[config.mk]
export PLATFORM = sky130hd
export DESIGN_NAME = request_conditioner
export DESIGN_NICKNAME = d
export VERILOG_FILES = /design/src/rtl/traffic_pkg.sv /design/src/rtl/request_channel.sv /design/src/rtl/request_conditioner.sv
export SDC_FILE = /design/constraint.sdc
export NUM_CORES = 1
export LEC_CHECK = 0
export BUFFER_PORTS_ARGS = -buffer_cell sky130_fd_sc_hd__buf_4
export CELL_PAD_IN_SITES_DETAIL_PLACEMENT = 0
export CELL_PAD_IN_SITES_GLOBAL_PLACEMENT = 1
export CORE_UTILIZATION = 44
export CTS_BUF_LIST = sky130_fd_sc_hd__clkbuf_8
export CTS_CLUSTER_DIAMETER = 100
export CTS_CLUSTER_SIZE = 20
export DETAILED_ROUTE_END_ITERATION = 10
export PLACE_DENSITY = 0.84
export SYNTH_ARGS = -nofsm -noshare
export SYNTH_HDL_FRONTEND = slang
export SYNTH_SLANG_ARGS = --single-unit
[constraint.sdc]
create_clock -name clk -period 4.45 [get_ports clk]
set_input_delay 0.2225 -clock clk [delete_from_list [all_inputs] [get_ports clk]]
set_output_delay 0.2225 -clock clk [all_outputs]
set_load 0.01 [all_outputs]
[src/rtl/traffic_pkg.sv]
// -----------------------------------------------------------------------------
// traffic_pkg
// Shared constants and types for the traffic-light controller slice.
//   NUM_REQ                  number of pushbutton request channels
//   req_idx_t                symbolic channel indices
//   DEFAULT_DEBOUNCE_CYCLES  stable cycles needed to accept a level change
//   DEFAULT_AGE_W            width of each wait-age counter
//   DEFAULT_URGENT_AGE       age at or above which a pending request is urgent
// -----------------------------------------------------------------------------
package traffic_pkg;

    localparam int NUM_REQ = 3;

    typedef enum logic [1:0] {
        REQ_SB_LEFT = 2'd0,
        REQ_NS_WALK = 2'd1,
        REQ_EW_WALK = 2'd2
    } req_idx_t;

    localparam int DEFAULT_DEBOUNCE_CYCLES = 3;
    localparam int DEFAULT_AGE_W           = 8;
    localparam int DEFAULT_URGENT_AGE      = 100;

endpackage

[src/rtl/request_channel.sv]
// -----------------------------------------------------------------------------
// request_channel
// One pushbutton channel: two-flop synchroniser, debouncer, rising-edge
// detector, sticky pending request and saturating wait-age counter.
//   clk          system clock
//   reset        asynchronous active-high reset
//   raw          raw button level, asynchronous to clk
//   ack          service strobe; clears a pending request
//   pending      sticky pending request
//   press_pulse  one-cycle pulse on each accepted press
//   urgent       pending and age >= URGENT_AGE
//   age          cycles since the request was (re)registered, saturating
// -----------------------------------------------------------------------------
module request_channel
    import traffic_pkg::*;
#(
    parameter int DEBOUNCE_CYCLES = DEFAULT_DEBOUNCE_CYCLES,
    parameter int AGE_W           = DEFAULT_AGE_W,
    parameter int URGENT_AGE      = DEFAULT_URGENT_AGE
) (
    input  logic             clk,
    input  logic             reset,
    input  logic             raw,
    input  logic             ack,
    output logic             pending,
    output logic             press_pulse,
    output logic             urgent,
    output logic [AGE_W-1:0] age
);

    localparam int               CNT_W      = (DEBOUNCE_CYCLES > 1) ? $clog2(DEBOUNCE_CYCLES) : 1;
    localparam logic [CNT_W-1:0] CNT_LAST   = CNT_W'(DEBOUNCE_CYCLES - 1);
    localparam logic [AGE_W-1:0] AGE_MAX    = '1;
    localparam logic [AGE_W-1:0] AGE_URGENT = AGE_W'(URGENT_AGE);

    logic             sync_meta;
    logic             sync_s;
    logic             deb;
    logic [CNT_W-1:0] cnt;
    logic             accept;

    // A press is accepted on the edge where the debounced level flips 0->1.
    assign accept = sync_s && !deb && (cnt == CNT_LAST);

    // NOTE: sequential state uses non-blocking assignments so every flop
    // samples the pre-edge value of its neighbours (the synchroniser relies on it).
    always_ff @(posedge clk or posedge reset) begin
        if (reset) begin
            sync_meta <= 1'b0;
            sync_s    <= 1'b0;
        end else begin
            sync_meta <= raw;
            sync_s    <= sync_meta;
        end
    end

    // Counter measures how long the synchronised level has disagreed with
    // the debounced level; any agreement restarts it, discarding glitches.
    always_ff @(posedge clk or posedge reset) begin
        if (reset) begin
            deb <= 1'b0;
            cnt <= '0;
        end else if (sync_s == deb) begin
            cnt <= '0;
        end else if (cnt == CNT_LAST) begin
            deb <= sync_s;
            cnt <= '0;
        end else begin
            cnt <= cnt + 1'b1;
        end
    end

    // A fresh press outranks a same-edge ack: the request stays pending and
    // its age restarts.
    always_ff @(posedge clk or posedge reset) begin
        if (reset) begin
            press_pulse <= 1'b0;
            pending     <= 1'b0;
            age         <= '0;
        end else begin
            press_pulse <= accept;
            if (accept) begin
                pending <= 1'b1;
                age     <= '0;
            end else if (!pending || ack) begin
                pending <= 1'b0;
                age     <= '0;
            end else if (age != AGE_MAX) begin
                age <= age + 1'b1;
            end
        end
    end

    assign urgent = pending && (age >= AGE_URGENT);

endmodule

[src/rtl/request_conditioner.sv]
// -----------------------------------------------------------------------------
// request_conditioner
// Conditions the pushbutton requests ahead of the traffic controller FSM and
// reports which waiting channel is oldest.
//   clk              system clock (same clock as the FSM)
//   reset            asynchronous active-high reset
//   req_raw          raw active-high button levels, asynchronous to clk
//   req_ack          per-channel service strobe from the FSM
//   req_pending      sticky pending request per channel
//   req_press_pulse  one-cycle pulse per accepted press
//   req_urgent       pending and age >= URGENT_AGE
//   any_pending      OR of req_pending
//   oldest_idx       pending channel with the largest age (ties -> lowest)
//   req_age          packed ages, channel i at [i*AGE_W +: AGE_W]
// -----------------------------------------------------------------------------
module request_conditioner #(
    parameter int NUM_REQ         = traffic_pkg::NUM_REQ,
    parameter int DEBOUNCE_CYCLES = traffic_pkg::DEFAULT_DEBOUNCE_CYCLES,
    parameter int AGE_W           = traffic_pkg::DEFAULT_AGE_W,
    parameter int URGENT_AGE      = traffic_pkg::DEFAULT_URGENT_AGE,
    localparam int IDX_W          = (NUM_REQ > 1) ? $clog2(NUM_REQ) : 1
) (
    input  logic                     clk,
    input  logic                     reset,
    input  logic [NUM_REQ-1:0]       req_raw,
    input  logic [NUM_REQ-1:0]       req_ack,
    output logic [NUM_REQ-1:0]       req_pending,
    output logic [NUM_REQ-1:0]       req_press_pulse,
    output logic [NUM_REQ-1:0]       req_urgent,
    output logic                     any_pending,
    output logic [IDX_W-1:0]         oldest_idx,
    output logic [NUM_REQ*AGE_W-1:0] req_age
);

    for (genvar i = 0; i < NUM_REQ; i++) begin : g_chan
        request_channel #(
            .DEBOUNCE_CYCLES(DEBOUNCE_CYCLES),
            .AGE_W          (AGE_W),
            .URGENT_AGE     (URGENT_AGE)
        ) u_chan (
            .clk        (clk),
            .reset      (reset),
            .raw        (req_raw[i]),
            .ack        (req_ack[i]),
            .pending    (req_pending[i]),
            .press_pulse(req_press_pulse[i]),
            .urgent     (req_urgent[i]),
            .age        (req_age[i*AGE_W +: AGE_W])
        );
    end

    assign any_pending = |req_pending;

    logic [AGE_W-1:0] best_age;
    logic             found;

    // Strict greater-than keeps the lowest index on equal ages.
    // NOTE: every variable gets a default before the loop so no latch is inferred.
    always_comb begin
        oldest_idx = '0;
        best_age   = '0;
        found      = 1'b0;
        for (int i = 0; i < NUM_REQ; i++) begin
            if (req_pending[i] && (!found || (req_age[i*AGE_W +: AGE_W] > best_age))) begin
                oldest_idx = IDX_W'(i);
                best_age   = req_age[i*AGE_W +: AGE_W];
                found      = 1'b1;
            end
        end
    end

endmodule

==> flow_metrics.env <==
export IMPL_status="complete, no violations"
export IMPL_core_sq_um=5574
export IMPL_yosysTopAreaCell="dfrtp_1"
export IMPL_wl_per_cell_um=13.86
export IMPL_fin_crit_ps=4015
export IMPL_tightest_slew_ps=568.5
export IMPL_rsz0062_at_grt="no"
export IMPL_dpl_instance_area_sq_um=2882
export IMPL_yosysMostFrequentCell="dfrtp_1"
export IMPL_n_antenna_cell=0
export IMPL_setup_violations=0
export IMPL_dp_slack_ps=650.9
export IMPL_total_power_w=0.0009817
export IMPL_clock_fmax_mhz=249.1
export IMPL_p_per_area_nw_per_um2=329.1
export IMPL_fin_setup_tns_ps=0
export IMPL_clk_pin_slew_ps=90
export IMPL_die_x_um=78.41
export IMPL_leakage_nw=1.394
export IMPL_swShare_pct=30.64
export IMPL_fp_row_count=27
export IMPL_pin_count=44
export IMPL_maxCapViolations=0
export IMPL_track_usage_pct=18.47
export IMPL_die_h_um=78.41
export IMPL_drt_iter0_drc=97
export IMPL_cts_inserted_buffers=5
export IMPL_nets=336
export IMPL_cp_max_fo=18
export IMPL_ir_worst_vdd_mv=0.1886
export IMPL_yosys_top_cells_count="dfrtp_1, nor2_1, ha_1"
export IMPL_dp_hpwl_mm=3.853
export IMPL_syn_avg_cell_area_sq_um=9.549
export IMPL_finalHoldViolCount=0
export IMPL_endpoint_kind="output port"
export IMPL_dr_pass1_iters=4
export IMPL_slew_headroom_pct=62.10
export IMPL_synth_top_area_share_pct=43.84
export IMPL_async_flop_share_pct=100.0
export IMPL_worstPathArrival_ps=3790
export IMPL_vias_per_cell=5.460
export IMPL_pwr_share_comb_pct=20.0
export IMPL_post_route_drc_count=0
export IMPL_setup_ws_ps=434.9
export IMPL_p_int_w=0.0006809
export IMPL_fillers=540
export IMPL_seq_area_frac_synth_pct=43.84
export IMPL_dr_total_vias=2053
export IMPL_ys_ff_latch=45
export IMPL_io_buffers=43
export IMPL_grt_pass1_wl_mm=8.887
export IMPL_critPathKind="reg2out"
export IMPL_syn_inst=269
export IMPL_period_share_pct=90.23
export IMPL_p_seq_share_pct=51.9
export IMPL_clock_path_buffers=2
export IMPL_slew_violations=0
export IMPL_htreeDepth=2
export IMPL_grt_max_degree=46
export IMPL_mappedNetlistArea_sq_um=2569
export IMPL_antenna_found_initial=0
export IMPL_cts_root_buf="clkbuf_8"
export IMPL_drive_gt1_share_pct=18.42
export IMPL_gp_congestion=0.8426
export IMPL_cts_tree="done"
export IMPL_ys_flop_type="dfrtp_1"
export IMPL_multiInputGateArea_sq_um=1267
export IMPL_yosys_warnings=0
export IMPL_synth_edf_count=0
export IMPL_post_cts_buffers=0
export IMPL_setup_worst_path_start_class="register"
export IMPL_finalWirelength_mm=5.210
export IMPL_dieArea_sq_um=6147
export IMPL_ys_types=39
export IMPL_clk_latency_ps=300
export IMPL_syn_num_nets=302
export IMPL_start_util_pct=46.08
export IMPL_postRouteAntennaNets=0
export IMPL_area_delta_synth_final_pct=16.12
export IMPL_grt_pass1_vias=1925
export IMPL_switching_power_w=0.0003008
export IMPL_worstPathRequired_ps=4230
export IMPL_fin_area_sq_um=2983
export IMPL_hp_class="in2reg"
export IMPL_synth_top_cells_by_area="dfrtp_1, ha_1, nor2_1"
export IMPL_clock_skew_ps=9.909
export IMPL_power_frac_clock_pct=28.1
export IMPL_cts_num_sinks=45
export IMPL_hold_slack_ps=17.78
export IMPL_ff_latch_area_sq_um=1127
export IMPL_grt_overflow_total=0
==> cell usage in the layout (no fill, tap or decap), drive strengths merged <==
master   count
a2111oi      1
a211oi       3
a21boi       1
a21o         1
a21oi       11
a221o        2
a22o         1
a31oi        7
a32oi        7
and3        10
and3b        1
and4         1
buf         44
clkbuf       6
clkinv       2
dfrtp       45
ha          25
inv         18
mux2i        2
nand2       21
nand2b       1
nand3       10
nand3b       3
nand4        3
nor2        29
nor2b        1
nor3        10
nor3b        7
nor4bb       1
o211ai       1
o21a         2
o21ai       13
o311ai       1
o31a         1
or3          4
xnor2        4
xor2         4
==> power groups by stage <==
stage,logic [W],clock network (W),registers [W]
after floorplan,0.000159,0,0.000499
after global placement,0.000196,0,0.000514
after detailed placement,0.000201,0,0.000517
after CTS,0.000201,0.000282,0.000509
after global routing,0.000222,0.000298,0.000519
final,0.000196,0.000276,0.000510
==> state kept, by name (all words and copies together) (netlist names) <==
| register | cells |
|---|---|
| g_chan.u_chan.age | 24 |
| g_chan.u_chan.deb | 3 |
| g_chan.u_chan.sync_meta | 3 |
| g_chan.u_chan.cnt | 6 |
| g_chan.u_chan.sync_s | 3 |
| g_chan.u_chan.press_pulse | 3 |
| g_chan.u_chan.pending | 3 |
==> area by class of cell <==
cell class / count / area share, %
Multi-Input combinational cell: 189 / 42.49
Sequential cell: 45 / 37.79
Timing Repair Buffer: 44 / 11.07
Tap cell: 72 / 3.020
Clock buffer: 6 / 2.768
Inverter: 18 / 2.265
Clock inverter: 2 / 0.5872
==> worst max-delay path, stage by stage, from the launching register on <==
cell	delay, ps
dfrtp_2	550
nand2_1	130
ha_1	310
nand2_1	90
o31a_1	330
a21oi_1	470
a32oi_1	210
ha_1	320
and3_1	180
a221o_1	340
a21oi_1	140
a31oi_1	80
o21a_1	210
buf_4	140
==> what timing repair did <==
item / 4_1_cts / 5_1_grt
setup endpoints to repair: 0 / 1
resized for setup: 0 / 1
hold buffers: 0 / 0
==> per-stage QoR <==
stage	std cells	utilization, %
after floorplan	269	-
after global placement	368	51.69
after detailed placement	368	51.69
after CTS	376	53.49
after global routing	376	53.51
final	376	53.51
==> final timing paths <==
kind	from	endpoint	slack, ps	cells past startpoint
max	g_chan[0].u_chan.pending	oldest_idx[1]	430	13
min	req_raw[1]	g_chan[1].u_chan.sync_meta	20	1
max reg2reg	g_chan[0].u_chan.age[1]	g_chan[0].u_chan.age[4]	2690	6
min reg2reg	g_chan[2].u_chan.sync_meta	g_chan[2].u_chan.sync_s	360	0
max in group asynchronous	reset	g_chan[0].u_chan.pending	3990	3
min in group asynchronous	reset	g_chan[2].u_chan.deb	60	3
==> metal layers <==
| layer | wire (um) | vias up | track usage, % |
|---|---|---|---|
| li1 | - | 1015 | - |
| met1 | 2474 | 989 | 23.15 |
| met2 | 2496 | 43 | 31.23 |
| met3 | 185 | 6 | 3.837 |
| met4 | 53 | 0 | 6.852 |
| met5 | 0 | - | 0 |
==> cells by family after synthesis <==
group | count (synthesis) | share of synthesized area, %
and+or+nand+nor | 102 | 20.02
xor gates and xnor gates | 8 | 2.727
DFF | 45 | 43.84
muxes | 2 | 0.7794
adders and majority gates | 25 | 12.18
AOI/OAI and AO/OA | 52 | 13.64
buffers and inverters | 35 | 6.819
No activity file was read; power rests on OpenSTA's default activity.
